--- config.mk ---
export PLATFORM = sky130hd
export DESIGN_NAME = trace_logger
export DESIGN_NICKNAME = d
export VERILOG_FILES = /design/src/rtl/trace_logger.sv
export SDC_FILE = /design/constraint.sdc
export NUM_CORES = 1
export LEC_CHECK = 0
export CORE_MARGIN = 8
export CORE_UTILIZATION = 41
export CTS_CLUSTER_DIAMETER = 150
export DETAILED_ROUTE_END_ITERATION = 8
export GPL_ROUTABILITY_DRIVEN = 0
export PLACE_DENSITY = 0.79
export SYNTH_ARGS = -nofsm -noshare
export SYNTH_HDL_FRONTEND = slang
export SYNTH_SLANG_ARGS = --single-unit
--- constraint.sdc ---
create_clock -name CLK_I -period 4 [get_ports CLK_I]
set_input_delay 0.6 -clock CLK_I [delete_from_list [all_inputs] [get_ports CLK_I]]
set_output_delay 0.6 -clock CLK_I [all_outputs]
set_load 0.05 [all_outputs]
--- src/rtl/trace_logger.sv ---
// ---------------------------------------------------------------------------
// trace_logger
//
// Trace/stream logger sitting between the Tracer and a true dual-port trace
// memory (one write port, one 1-cycle synchronous read port).
//
// Trace mode (MODE_I=0 at arm):
//   - RUN keeps circular pre-trigger history; storing when full overwrites
//     the oldest word.
//   - A trigger moves to POST.
//   - POST accepts L+1 more words, L = ((delay+1)*(DEPTH-1)) >> DELAY_BITS.
//   - DONE freezes the buffer and allows it to be read out.
// Streaming mode (MODE_I=1 at arm):
//   - RUN behaves as a FIFO with back-pressure.
//   - Stores refused while full are counted in a saturating drop counter.
//
// Ports
//   CLK_I, RST_NI        clock, asynchronous active-low reset
//   ARM_I                (re)start capture; latches MODE_I and TRG_DELAY_I
//   MODE_I               0 = trace, 1 = streaming
//   TRG_DELAY_I          post-trigger ratio
//   TRG_EVENT_I          trigger from the Tracer (trace mode, RUN only)
//   STORE_I / DATA_I     store request and word
//   STORE_PERM_O         a store this cycle would be accepted
//   LOAD_REQUEST_I       request the next stored word
//   LOAD_GRANT_O/DATA_O  one-cycle pulse with the word read
//   MEM_*                memory write port / read address / read data
//   FILL_O               stored, unread entries
//   EVENT_ADDR_O         address of the first post-trigger entry
//   TRG_DELAYED_O        post-trigger window complete
//   DROP_CNT_O           stores rejected in streaming mode
//   STATE_O              IDLE=0, RUN=1, POST=2, DONE=3
// ---------------------------------------------------------------------------
module trace_logger #(
  parameter int DATA_W     = 64,
  parameter int ADDR_W     = 6,
  parameter int DELAY_BITS = 3,
  parameter int DROP_W     = 16
) (
  input  logic                  CLK_I,
  input  logic                  RST_NI,
  input  logic                  ARM_I,
  input  logic                  MODE_I,
  input  logic [DELAY_BITS-1:0] TRG_DELAY_I,
  input  logic                  TRG_EVENT_I,
  input  logic                  STORE_I,
  input  logic [DATA_W-1:0]     DATA_I,
  output logic                  STORE_PERM_O,
  input  logic                  LOAD_REQUEST_I,
  output logic                  LOAD_GRANT_O,
  output logic [DATA_W-1:0]     DATA_O,
  output logic                  MEM_WE_O,
  output logic [ADDR_W-1:0]     MEM_WADDR_O,
  output logic [DATA_W-1:0]     MEM_WDATA_O,
  output logic [ADDR_W-1:0]     MEM_RADDR_O,
  input  logic [DATA_W-1:0]     MEM_RDATA_I,
  output logic [ADDR_W:0]       FILL_O,
  output logic [ADDR_W-1:0]     EVENT_ADDR_O,
  output logic                  TRG_DELAYED_O,
  output logic [DROP_W-1:0]     DROP_CNT_O,
  output logic [1:0]            STATE_O
);

  localparam int PTR_W   = ADDR_W + 1;
  localparam int DEPTH_I = 1 << ADDR_W;
  localparam int PROD_W  = DELAY_BITS + 1 + ADDR_W;
  localparam logic [PTR_W-1:0] DEPTH = PTR_W'(DEPTH_I);

  typedef enum logic [1:0] {
    S_IDLE = 2'd0,
    S_RUN  = 2'd1,
    S_POST = 2'd2,
    S_DONE = 2'd3
  } state_t;

  state_t                  r_state, w_state_nxt;
  logic [PTR_W-1:0]        r_wr_ptr, r_rd_ptr;
  logic                    r_mode;
  logic [DELAY_BITS-1:0]   r_delay;
  logic [ADDR_W-1:0]       r_hist;
  logic [ADDR_W-1:0]       r_event_addr;
  logic [DROP_W-1:0]       r_drop_cnt;
  logic                    r_rd_busy;
  logic                    r_grant;
  logic [DATA_W-1:0]       r_data;

  logic [PTR_W-1:0]        w_fill;
  logic                    w_full, w_empty;
  logic                    w_perm, w_rd_allow;
  logic                    w_we, w_rd_fire, w_trigger, w_post_last;
  logic                    w_overwrite, w_drop;
  logic [PROD_W-1:0]       w_hist_prod;
  logic [ADDR_W-1:0]       w_hist_load;

  assign w_fill  = r_wr_ptr - r_rd_ptr;
  assign w_full  = (w_fill == DEPTH);
  assign w_empty = (w_fill == '0);

  // Post-trigger length; the product never overflows PROD_W bits.
  assign w_hist_prod = (PROD_W'(r_delay) + PROD_W'(1)) * PROD_W'(DEPTH_I - 1);
  assign w_hist_load = ADDR_W'(w_hist_prod >> DELAY_BITS);

  // ---------------- FSM: state register ----------------
  // NOTE: sequential state is updated with non-blocking assignments only, so
  // every flop samples pre-edge values regardless of block ordering.
  always_ff @(posedge CLK_I or negedge RST_NI) begin
    if (!RST_NI) r_state <= S_IDLE;
    else         r_state <= w_state_nxt;
  end

  // ---------------- FSM: next-state logic ----------------
  // NOTE: every combinational output gets a default first, so no path can
  // leave it unassigned and infer a latch.
  always_comb begin
    w_state_nxt = r_state;
    if (ARM_I) begin
      w_state_nxt = S_RUN;
    end else begin
      unique case (r_state)
        S_RUN:   if (w_trigger)   w_state_nxt = S_POST;
        S_POST:  if (w_post_last) w_state_nxt = S_DONE;
        default: w_state_nxt = r_state;
      endcase
    end
  end

  // ---------------- FSM: outputs / permissions ----------------
  always_comb begin
    w_perm     = 1'b0;
    w_rd_allow = 1'b0;
    if (r_mode) begin
      // Back-pressure looks at the current fill only; a same-cycle read
      // does not free space.
      w_perm     = (r_state == S_RUN) && !w_full;
      w_rd_allow = (r_state == S_RUN);
    end else begin
      w_perm     = (r_state == S_RUN) || (r_state == S_POST);
      w_rd_allow = (r_state == S_DONE);
    end
  end

  assign w_we        = STORE_I & w_perm;
  assign w_rd_fire   = LOAD_REQUEST_I & !w_empty & w_rd_allow & !r_rd_busy & !ARM_I;
  assign w_trigger   = !r_mode && (r_state == S_RUN) && TRG_EVENT_I;
  assign w_post_last = (r_state == S_POST) && w_we && (r_hist == '0);
  // Trace history is circular: a store into a full buffer drops the oldest.
  assign w_overwrite = !r_mode && w_we && w_full;
  assign w_drop      = r_mode && (r_state == S_RUN) && STORE_I && w_full;

  // ---------------- Pointers, trigger bookkeeping, drop counter ----------------
  always_ff @(posedge CLK_I or negedge RST_NI) begin
    if (!RST_NI) begin
      r_wr_ptr     <= '0;
      r_rd_ptr     <= '0;
      r_mode       <= 1'b0;
      r_delay      <= '0;
      r_hist       <= '0;
      r_event_addr <= '0;
      r_drop_cnt   <= '0;
    end else if (ARM_I) begin
      r_wr_ptr     <= '0;
      r_rd_ptr     <= '0;
      r_mode       <= MODE_I;
      r_delay      <= TRG_DELAY_I;
      r_hist       <= '0;
      r_event_addr <= '0;
      r_drop_cnt   <= '0;
    end else begin
      if (w_we)                     r_wr_ptr <= r_wr_ptr + PTR_W'(1);
      if (w_rd_fire || w_overwrite) r_rd_ptr <= r_rd_ptr + PTR_W'(1);
      if (w_drop && (r_drop_cnt != '1)) r_drop_cnt <= r_drop_cnt + DROP_W'(1);
      if (w_trigger) begin
        // A store in the trigger cycle is pre-trigger history.
        r_event_addr <= r_wr_ptr[ADDR_W-1:0] + ADDR_W'(w_we);
        r_hist       <= w_hist_load;
      end else if ((r_state == S_POST) && w_we && (r_hist != '0)) begin
        r_hist <= r_hist - ADDR_W'(1);
      end
    end
  end

  // ---------------- Read pipeline (1-cycle synchronous memory) ----------------
  always_ff @(posedge CLK_I or negedge RST_NI) begin
    if (!RST_NI) begin
      r_rd_busy <= 1'b0;
      r_grant   <= 1'b0;
      r_data    <= '0;
    end else begin
      r_rd_busy <= w_rd_fire;
      r_grant   <= r_rd_busy;
      if (r_rd_busy) r_data <= MEM_RDATA_I;
    end
  end

  assign STORE_PERM_O  = w_perm;
  assign MEM_WE_O      = w_we;
  assign MEM_WADDR_O   = r_wr_ptr[ADDR_W-1:0];
  assign MEM_WDATA_O   = DATA_I;
  assign MEM_RADDR_O   = r_rd_ptr[ADDR_W-1:0];
  assign LOAD_GRANT_O  = r_grant;
  assign DATA_O        = r_data;
  assign FILL_O        = w_fill;
  assign EVENT_ADDR_O  = r_event_addr;
  assign TRG_DELAYED_O = (r_state == S_DONE);
  assign DROP_CNT_O    = r_drop_cnt;
  assign STATE_O       = r_state;

endmodule

* Yosys cells after proc, flatten, opt, wreduce, memory -nomap -nowiden
Index checks and enable logic that the tools add are counted.
** Operators by class
- $add $sub $neg :: 7
- Multipliers :: 1
- Equal/unequal tests :: 7
- Mux-type cells :: 17
- Bitwise operators :: 5
- Reduce and logical (&&, ||, !) cells :: 29
** Operators with widths (number)
- 16-bit two-way mux :: 2
- 6-bit two-way mux :: 5
- 7-bit two-way mux :: 4
- 16-bit by 1-bit adder with 16-bit output (second input constant) :: 1
- 16-bit inequality test (second input constant) :: 1
- 7-bit by 1-bit adder with 7-bit output (second input constant) :: 2
- 1-bit logical AND :: 12
- 4-bit by 6-bit multiplier with 9-bit output (second input constant) :: 1
- 2-bit nonzero test :: 4
- 7-bit equality test (second input constant) :: 1
- 7-bit zero test :: 1
- 7-bit subtractor :: 1
- 6-bit by 1-bit adder with 6-bit output :: 1
- 6-bit zero test :: 1
- 2-bit two-way mux :: 3
- 3-bit inequality test (second input constant) :: 2
- 3-bit nonzero test :: 2
- 6-bit nonzero test :: 1
- 6-bit by 1-bit subtractor with 6-bit output (second input constant) :: 1
- 1-bit bitwise AND :: 5
- 1-bit zero test :: 5
- 3-bit by 1-bit adder with 4-bit output (second input constant) :: 1
- 2-bit equality test (second input constant) :: 2
- 2-bit case mux with 2 select lines :: 1
- 4 further kinds :: 6
** Storage, ports and cells
- Flip-flop bits (word level) :: 114
- Output and inout bits :: 175
- Logic and storage cells :: 77

* Depth between registers and ports, before layout
Gate-level depths: netlist of the first run.
- Depth after elaboration :: 11
- Mapped depth :: 15
- Mapped depth without buffers :: 15

* Worst setup path before layout of the first run
Ideal clock, no wire load.
- Path kind :: reg-to-output
- Start :: register r_wr_ptr[0]
- End :: output STORE_PERM_O
- Arrival time :: 3807 ps
- Data required time :: 3400 ps
- Setup slack :: -407 ps
- Cell stages (with the launch flop) :: 10
- Cells stage by stage :: dfrtp_1 -> inv_1 -> ha_1 -> fa_1 -> xnor2_1 -> nor4_1 -> mux2i_1 -> or3_1 -> a21oi_2 -> o21ai_0
** On the way
- Word-level cells in the longest chain between the ends :: 5
** Ends and longest elaborated chain
- start: declaration :: RTL line 77 : logic [PTR_W-1:0] r_wr_ptr, r_rd_ptr;
- start signal: assignment :: RTL line 169 : if (w_we) r_wr_ptr <= r_wr_ptr + PTR_W'(1);
- 7-bit subtractor :: RTL line 95 : assign w_fill = r_wr_ptr - r_rd_ptr;
- net FILL_O[2] :: RTL line 57 : output logic [ADDR_W:0] FILL_O,
- 7-bit equality test :: RTL line 96 : assign w_full = (w_fill == DEPTH);
- 1-bit zero test :: RTL line 134 : w_perm = (r_state == S_RUN) && !w_full;
- 1-bit logical AND :: RTL line 134
- 1-bit two-way mux :: RTL line 131 : if (r_mode) begin
- end: declaration :: RTL line 48 : output logic STORE_PERM_O,
The timed path passes the listed nets, and every way through them passes these cells.

* Worst setup path in the final report of the first run
- Start :: register r_wr_ptr[0]
- End :: output STORE_PERM_O
** On the way
- Word-level cells in the longest chain between the ends :: 5
** Ends and longest elaborated chain (RTL line)
- 7-bit subtractor :: 95
- 7-bit equality test :: 96
- 1-bit zero test :: 134
- 1-bit logical AND :: 134
- 1-bit two-way mux :: 131
Every way passes these cells.

==> reports/metrics.cfg, run 1 <==
[worst_setup_path]
worstPathRequired_ps = 3400
startpoint = r_wr_ptr[0]
r2r-end = r_hist[4]
cp-end-kind = primary output
start_kind = register
cp_max_fo = 5
reg2reg_slack_ps = 200
cpMaxStageDelayCell = fa_1
endpoint = STORE_PERM_O
arrival_ps = 3230
cp_cell_sequence = inv_1, ha_1, fa_1, nand2b_1, a21o_1, mux2i_1, or3_1, a21oi_4, o21ai_1, buf_4
critical_path_class = reg2out
r2r_start = r_delay[0]
max_stage_delay_ps = 430
worst-r2r-cell-count = 15

[routing]
dr.pass1.iters = 4
wl_met3_um = 1350
totalWireLength_um = 16700
avgRoutedWirePerCell_um = 17.8
via_per_inst = 5.05
drt_iter0_drc = 175
wl_met2_um = 8170
ant_nets = 0
wl_met1_um = 7060
vias = 4726
top_layer_used = met5
post-route-drc-count = 0

[finish]
num-fill-cells = 1328
drive_above_1_share_pct = 18.2
final_nets = 880
multiInputGateArea_sq_mm = 0.00285
syn2layout_area_growth_pct = 34.2
n_antenna_cell = 0
fin_area_sq_mm = 0.00867
regArea_sq_mm = 0.00285
fin_util_pct = 55.4

[global_route]
grt_pass1_vias = 4616
grt_usage_pct = 16.4
gr-total-overflow = 0
grt_max_degree = 66
grt_first_pass_wirelength_um = 25800
antenna_found_initial = 1

[timing]
setup_viol = 0
setup_tns_ps = 0
finalMaxSlewViolations = 0
min_period_ps = 3830
slew_headroom_pct = 44.8
fmax_mhz = 261
worst_slew_pin_slew_ps = 828
finalClockSkew_ps = 9.79
fin_crit_sh_pct = 95.8
finalHoldViolations = 0

[clock_tree]
cts_hold_buf = 0
clk_path_buf_depth = 2
insertion_delay_ps = 410
cts_max_level = 4
cts_num_sinks = 114
tritoncts = yes
root_buffer = clkbuf_16
cts_buffers = 17
clkSlewWorstSetupHoldPaths_ps = 60

[logic_synthesis]
syn_area_sq_mm = 0.00646
yosysUniqueCellTypes = 58
synth_top_area_share_pct = 44.2
synth_area_leaders = dfrtp_1 (44%), mux2_2 (12%), buf_4 (8.8%)
synth_top_area_cell = dfrtp_1
synth_nets = 764
syn-instance-count = 591
yosysWarnings = 0
async_reset_ff_share_pct = 100
ys_seq_area_share_pct = 44.2
synthMostInstantiatedCell = dfrtp_1
synthTopCellsByCount = dfrtp_1 (114), buf_4 (76), mux2_2 (67), inv_1 (35), a21oi_1 (30)
synth_seq_cells = 114
avgSynthCellArea_sq_um = 10.9
synth_ff_type = dfrtp_1
synth_edf_count = 0

[die]
die_w_um = 142
fp.dieH_um = 142
ios = 313
rows = 46
fp.coreArea_sq_mm = 0.0157
start_util_pct = 41.3
die-area_sq_mm = 0.0200

[run_status]
outcome = completed

[placed_design]
dpl.hpwl_um = 12700
placed_cell_area_sq_mm = 0.00797
io_buffers = 184

[pwr]
vdd_ir_drop_max_mv = 0.395
power_density_mw_per_mm2 = 834
finalPower_mw = 7.23
p_leak_nw = 3.69

[hold_path]
hp-class = in2async

[job]
max_cap_viol_count = 0

## state kept, by name (all words and copies together) (netlist names)
name	flops
EVENT_ADDR_O	6
DATA_O	64
r_rd_ptr	7
STATE_O	2
r_wr_ptr	7
r_hist	6
r_mode	1
r_rd_busy	1
r_delay	3
DROP_CNT_O	16
LOAD_GRANT_O	1
## final cells by class
class                   count  share of cell area, %
inverters                  35                   1.52
multi-input cells         348                   32.8
flip-flops and latches    114                   32.9
clock inverters            14                   2.63
repair buffers            191                   22.0
well taps                 216                   3.12
clock buffers              18                   4.95
## metrics by stage
step                instances  worst slack (ps)  hold slack (ps)
finish                    936               166              232
global placement          902               158              485
global route              936             -31.4              281
floorplan                 591               261              304
CTS                       934              68.4              249
detailed placement        902              22.2              475
## per-layer routing
metal  track usage [%]  vias to the layer above
met5                 0                        -
met4              4.13                        2
met3              6.08                       11
met2              27.4                      198
met1              19.5                     2289
li1                  -                     2226
## worst max-delay path: cells and delay by family (launching register included)
family / cells / cell delay, ps
buf+inv: 2 / 340
fa+ha+maj: 2 / 670
simple gates: 2 / 480
compound gates: 3 / 490
flops: 1 / 420
mux: 1 / 410
## cell usage in the layout (no fill, tap or decap), drive strengths merged, types with 7 or more instances in the layout
cell type and instances:
xnor2 12, nand2 27, xor2 11, clkdlybuf4s50 180, mux2 70, nor2 23
dfrtp 114, o21ai 25, or3 18, buf 10, fa 7, nand3 14
ha 28, inv 39, clkbuf 18, a21oi 32
## where the power goes
group	internal [mW]	switching, mW
combinational	1.43	2.35
clock	1.12	0.573
sequential	1.54	0.218
## cell families after synthesis
| logic type | count (synthesis) | synth area share, % |
|---|---|---|
| multiplexers | 75 | 13.2 |
| AND/OR/NAND/NOR | 124 | 10.4 |
| adder cells (fa/ha/maj) | 35 | 7.59 |
| flip-flops | 114 | 44.2 |
| XOR/XNOR | 23 | 3.12 |
| buffers and inverters | 129 | 12.3 |
| AO/OA/AOI/OAI | 91 | 9.26 |
## worst min path at each step
stage               startpoint         endpoint  depth (start not counted)
4_1_cts                 RST_NI       r_delay[2]                          1
3_3_place_gp   EVENT_ADDR_O[2]  EVENT_ADDR_O[2]                          2
6_report                RST_NI       r_delay[2]                          1
5_1_grt                 RST_NI       r_delay[2]                          1
2_1_floorplan           RST_NI        DATA_O[0]                          0
3_5_place_dp   EVENT_ADDR_O[3]  EVENT_ADDR_O[3]                          2
## timing repair
action / in CTS / in global routing
endpoints found under the setup margin: 2 / 4
pin swaps: 0 / 1
endpoints found under the hold margin: 0 / 0
gates resized for setup: 2 / 4
buffers inserted: 0 / 2
Power figures use the tool's default switching activity.
==> run 2: changes to the inputs <==
--- a/config.mk
+++ b/config.mk
@@ -5,6 +5,9 @@
 export SDC_FILE = /design/constraint.sdc
 export NUM_CORES = 1
 export LEC_CHECK = 0
+export ABC_AREA = 0
+export CAP_MARGIN = 20
+export CORE_ASPECT_RATIO = 2
 export CORE_MARGIN = 8
 export CORE_UTILIZATION = 41
 export CTS_CLUSTER_DIAMETER = 150
==> reports/metrics.cfg, run 2 (synthesized netlist as in run 1, its figures left out) <==
[run_status]
outcome = completed

[finish]
final_nets = 883  ; +0.34%
layout_common_cells = clkdlybuf4s50_1 (180), dfrtp_1 (112), mux2_2 (67), inv_1 (33), a21oi_1 (29)
mostFrequentLayoutCell = clkdlybuf4s50_1
n_antenna_cell = 0  ; unchanged
drive_above_1_share_pct = 19.2  ; +1.0 points
layoutNonFillerInstCount = 924  ; -1.3%
fin_util_pct = 55.1  ; -0.27 points
syn2layout_area_growth_pct = 33.2
largest_reg_flops = 64  ; unchanged

[pwr]
p_int_mw = 3.86  ; -5.6%
combPwrFrac_pct = 54.1  ; +1.8 points
seqPwrFrac_pct = 25.3  ; +1.0 points
p_leak_nw = 3.68  ; -0.38%
vdd_ir_drop_max_mv = 0.456  ; +15%
power.switching_mw = 3.11  ; -0.95%
p_sw_share_pct = 44.6  ; +1.2 points
clkPwrFrac_pct = 20.6  ; -2.8 points
finalPower_mw = 6.97  ; -3.6%
power_density_mw_per_mm2 = 810  ; -2.9%

[worst_setup_path]
worst-r2r-cell-count = 15  ; unchanged
cp_max_fo = 4  ; -1
crit_cells = 15  ; +5
endpoint = r_hist[4]
startpoint = r_delay[0]
reg2reg_slack_ps = 140  ; -60 ps
cpMaxStageDelayCell = fa_2
start_kind = register
cp-end-kind = register
worstPathRequired_ps = 4280  ; +880 ps
r2r-end = r_hist[4]
path_buf_inv = 3  ; +1
r2r_start = r_delay[0]
arrival_ps = 4140  ; +910 ps
timing.critical_path.mode_cell = inv_1
cp_cell_sequence = ha_2, xor2_2, inv_2, fa_2, inv_1, fa_1, inv_1, ha_4, a31o_2, a21o_1, a21oi_1, o21bai_1, xor2_1, a22o_1, mux2_4
max_stage_delay_ps = 570  ; +140 ps
critical_path_class = reg2reg
cpLargestDelayFamily = adder cells

[timing]
rsz0062_at_grt = false
worst_slew_pin_slew_ps = 838  ; +10.1 ps
slew_headroom_pct = 44.1  ; -0.67 points
finalClockSkew_ps = 8.08  ; -1.71 ps
min_period_ps = 3860  ; +25.9 ps
setup_tns_ps = 0  ; unchanged
setup_viol = 0  ; unchanged
fin_crit_sh_pct = 96.5  ; +0.65 points
finalHoldViolations = 0  ; unchanged
fmax_mhz = 259  ; -0.67%
finalMaxSlewViolations = 0  ; unchanged

[routing]
dr.pass1.iters = 4  ; unchanged
vias = 4861  ; +2.9%
ant_nets = 0  ; unchanged
avgRoutedWirePerCell_um = 17.7  ; -0.72%
drt_iter0_drc = 217  ; +24%
via_per_inst = 5.26  ; +4.2%
totalWireLength_um = 16300  ; -2.0%
post-route-drc-count = 0  ; unchanged

[die]
ios = 313  ; unchanged
die_w_um = 105  ; -26%
fp.coreArea_sq_mm = 0.0156  ; -0.26%
start_util_pct = 41.4  ; +0.11 points
fp.dieH_um = 194  ; +37%
rows = 65  ; +41%
die-area_sq_mm = 0.0203  ; +1.2%

[placed_design]
dpl.hpwl_um = 12200  ; -4.2%
io_buffers = 184  ; unchanged
dp.cells = 888  ; -1.6%

[clock_tree]
insertion_delay_ps = 410  ; about the same
cts_buffers = 17  ; unchanged
clkSlewWorstSetupHoldPaths_ps = 60  ; about the same
cts_num_sinks = 114  ; unchanged
cts_max_level = 4  ; unchanged
tritoncts = yes
clk_path_buf_depth = 2  ; unchanged
root_buffer = clkbuf_16

[global_route]
antenna_found_initial = 0  ; -1
grt_max_degree = 78  ; +18%
grt_pass1_vias = 5126  ; +11%
gr-total-overflow = 0  ; unchanged
grt_first_pass_wirelength_um = 27000  ; +4.6%
grt_usage_pct = 16.2  ; -0.20 points

[hold_path]
hp-class = reg2reg

[job]
max_cap_viol_count = 0  ; unchanged

==> run 2: cell count changes in the layout (fill, tap and decap cells not counted), moves of 2 or more <==
cell	previous run	this run
clkinvlp_4	1	3
a21oi_2	1	3
ha_1	28	26
clkinv_2	0	3
bufinv_16	5	1
buf_4	8	10
==> run 2: power by group through the flow <==
stage / registers [mW] / logic [mW] / clock network [mW]
global placement: 1.76 / 3.69 / 0
CTS: 1.77 / 3.77 / 1.47
global route: 1.82 / 3.98 / 1.53
finish: 1.76 / 3.77 / 1.44
detailed placement: 1.78 / 3.75 / 0
floorplan: 2.95 / 1.57 / 0
==> run 2: repair_timing <==
| action | CTS | global route |
|---|---|---|
| gates resized for setup | 1 | 9 |
| hold endpoints to repair | 0 | 5 |
| setup buffers | 0 | 2 |
| hold buffers | 0 | 1 |
| pin swaps | 0 | 2 |
| endpoints found under the setup margin | 1 | 4 |
==> run 2: final cells by class <==
type | count | area [sq um]
sequential | 114 | 2860
multi-input combinational | 348 | 2850
clock inverter | 14 | 129
clock buffer | 18 | 439
tap | 201 | 251
timing repair buffer | 194 | 1950
inverter | 35 | 131
fill | 1336 | 7010
==> run 2: worst min path at each step <==
stage                                  to  slack, ps            start  cells after the start
after global routing           DATA_O[51]        520       DATA_O[51]                      1
after global placement    EVENT_ADDR_O[4]        480  EVENT_ADDR_O[4]                      2
after detailed placement       DATA_O[25]        490       DATA_O[25]                      1
final                     EVENT_ADDR_O[4]        500  EVENT_ADDR_O[4]                      2
after CTS                     r_rd_ptr[3]        380           RST_NI                      1
after floorplan                 DATA_O[0]        300           RST_NI                      0
==> run 2: through the flow <==
stage | hold slack [ps] | setup slack, ps | instance area (sq um)
after floorplan | 304 | 261 | 6470
after global placement | 476 | 164 | 7950
after detailed placement | 495 | -45.1 | 7950
after CTS | 384 | 8.68 | 8530
after global routing | 517 | 1.62 | 8600
final | 498 | 141 | 8600
==> run 2: metal layers <==
layer  GRT usage (%)  vias to the layer above  part of all wire [%]
li1                -                     2222                     -
met1            17.7                     2343                    38
met2            25.8                      273                    48
met3            9.29                       23                    12
met4            4.95                        0                   1.4
met5               0                        -                     0
==> run 2: tightest hold or removal path: cells and delay by family (launching register included) <==
family	cells	cell delay (ps)
AOI/OAI and AO/OA	1	60
DFF	1	350
and+or+nand+nor	1	50
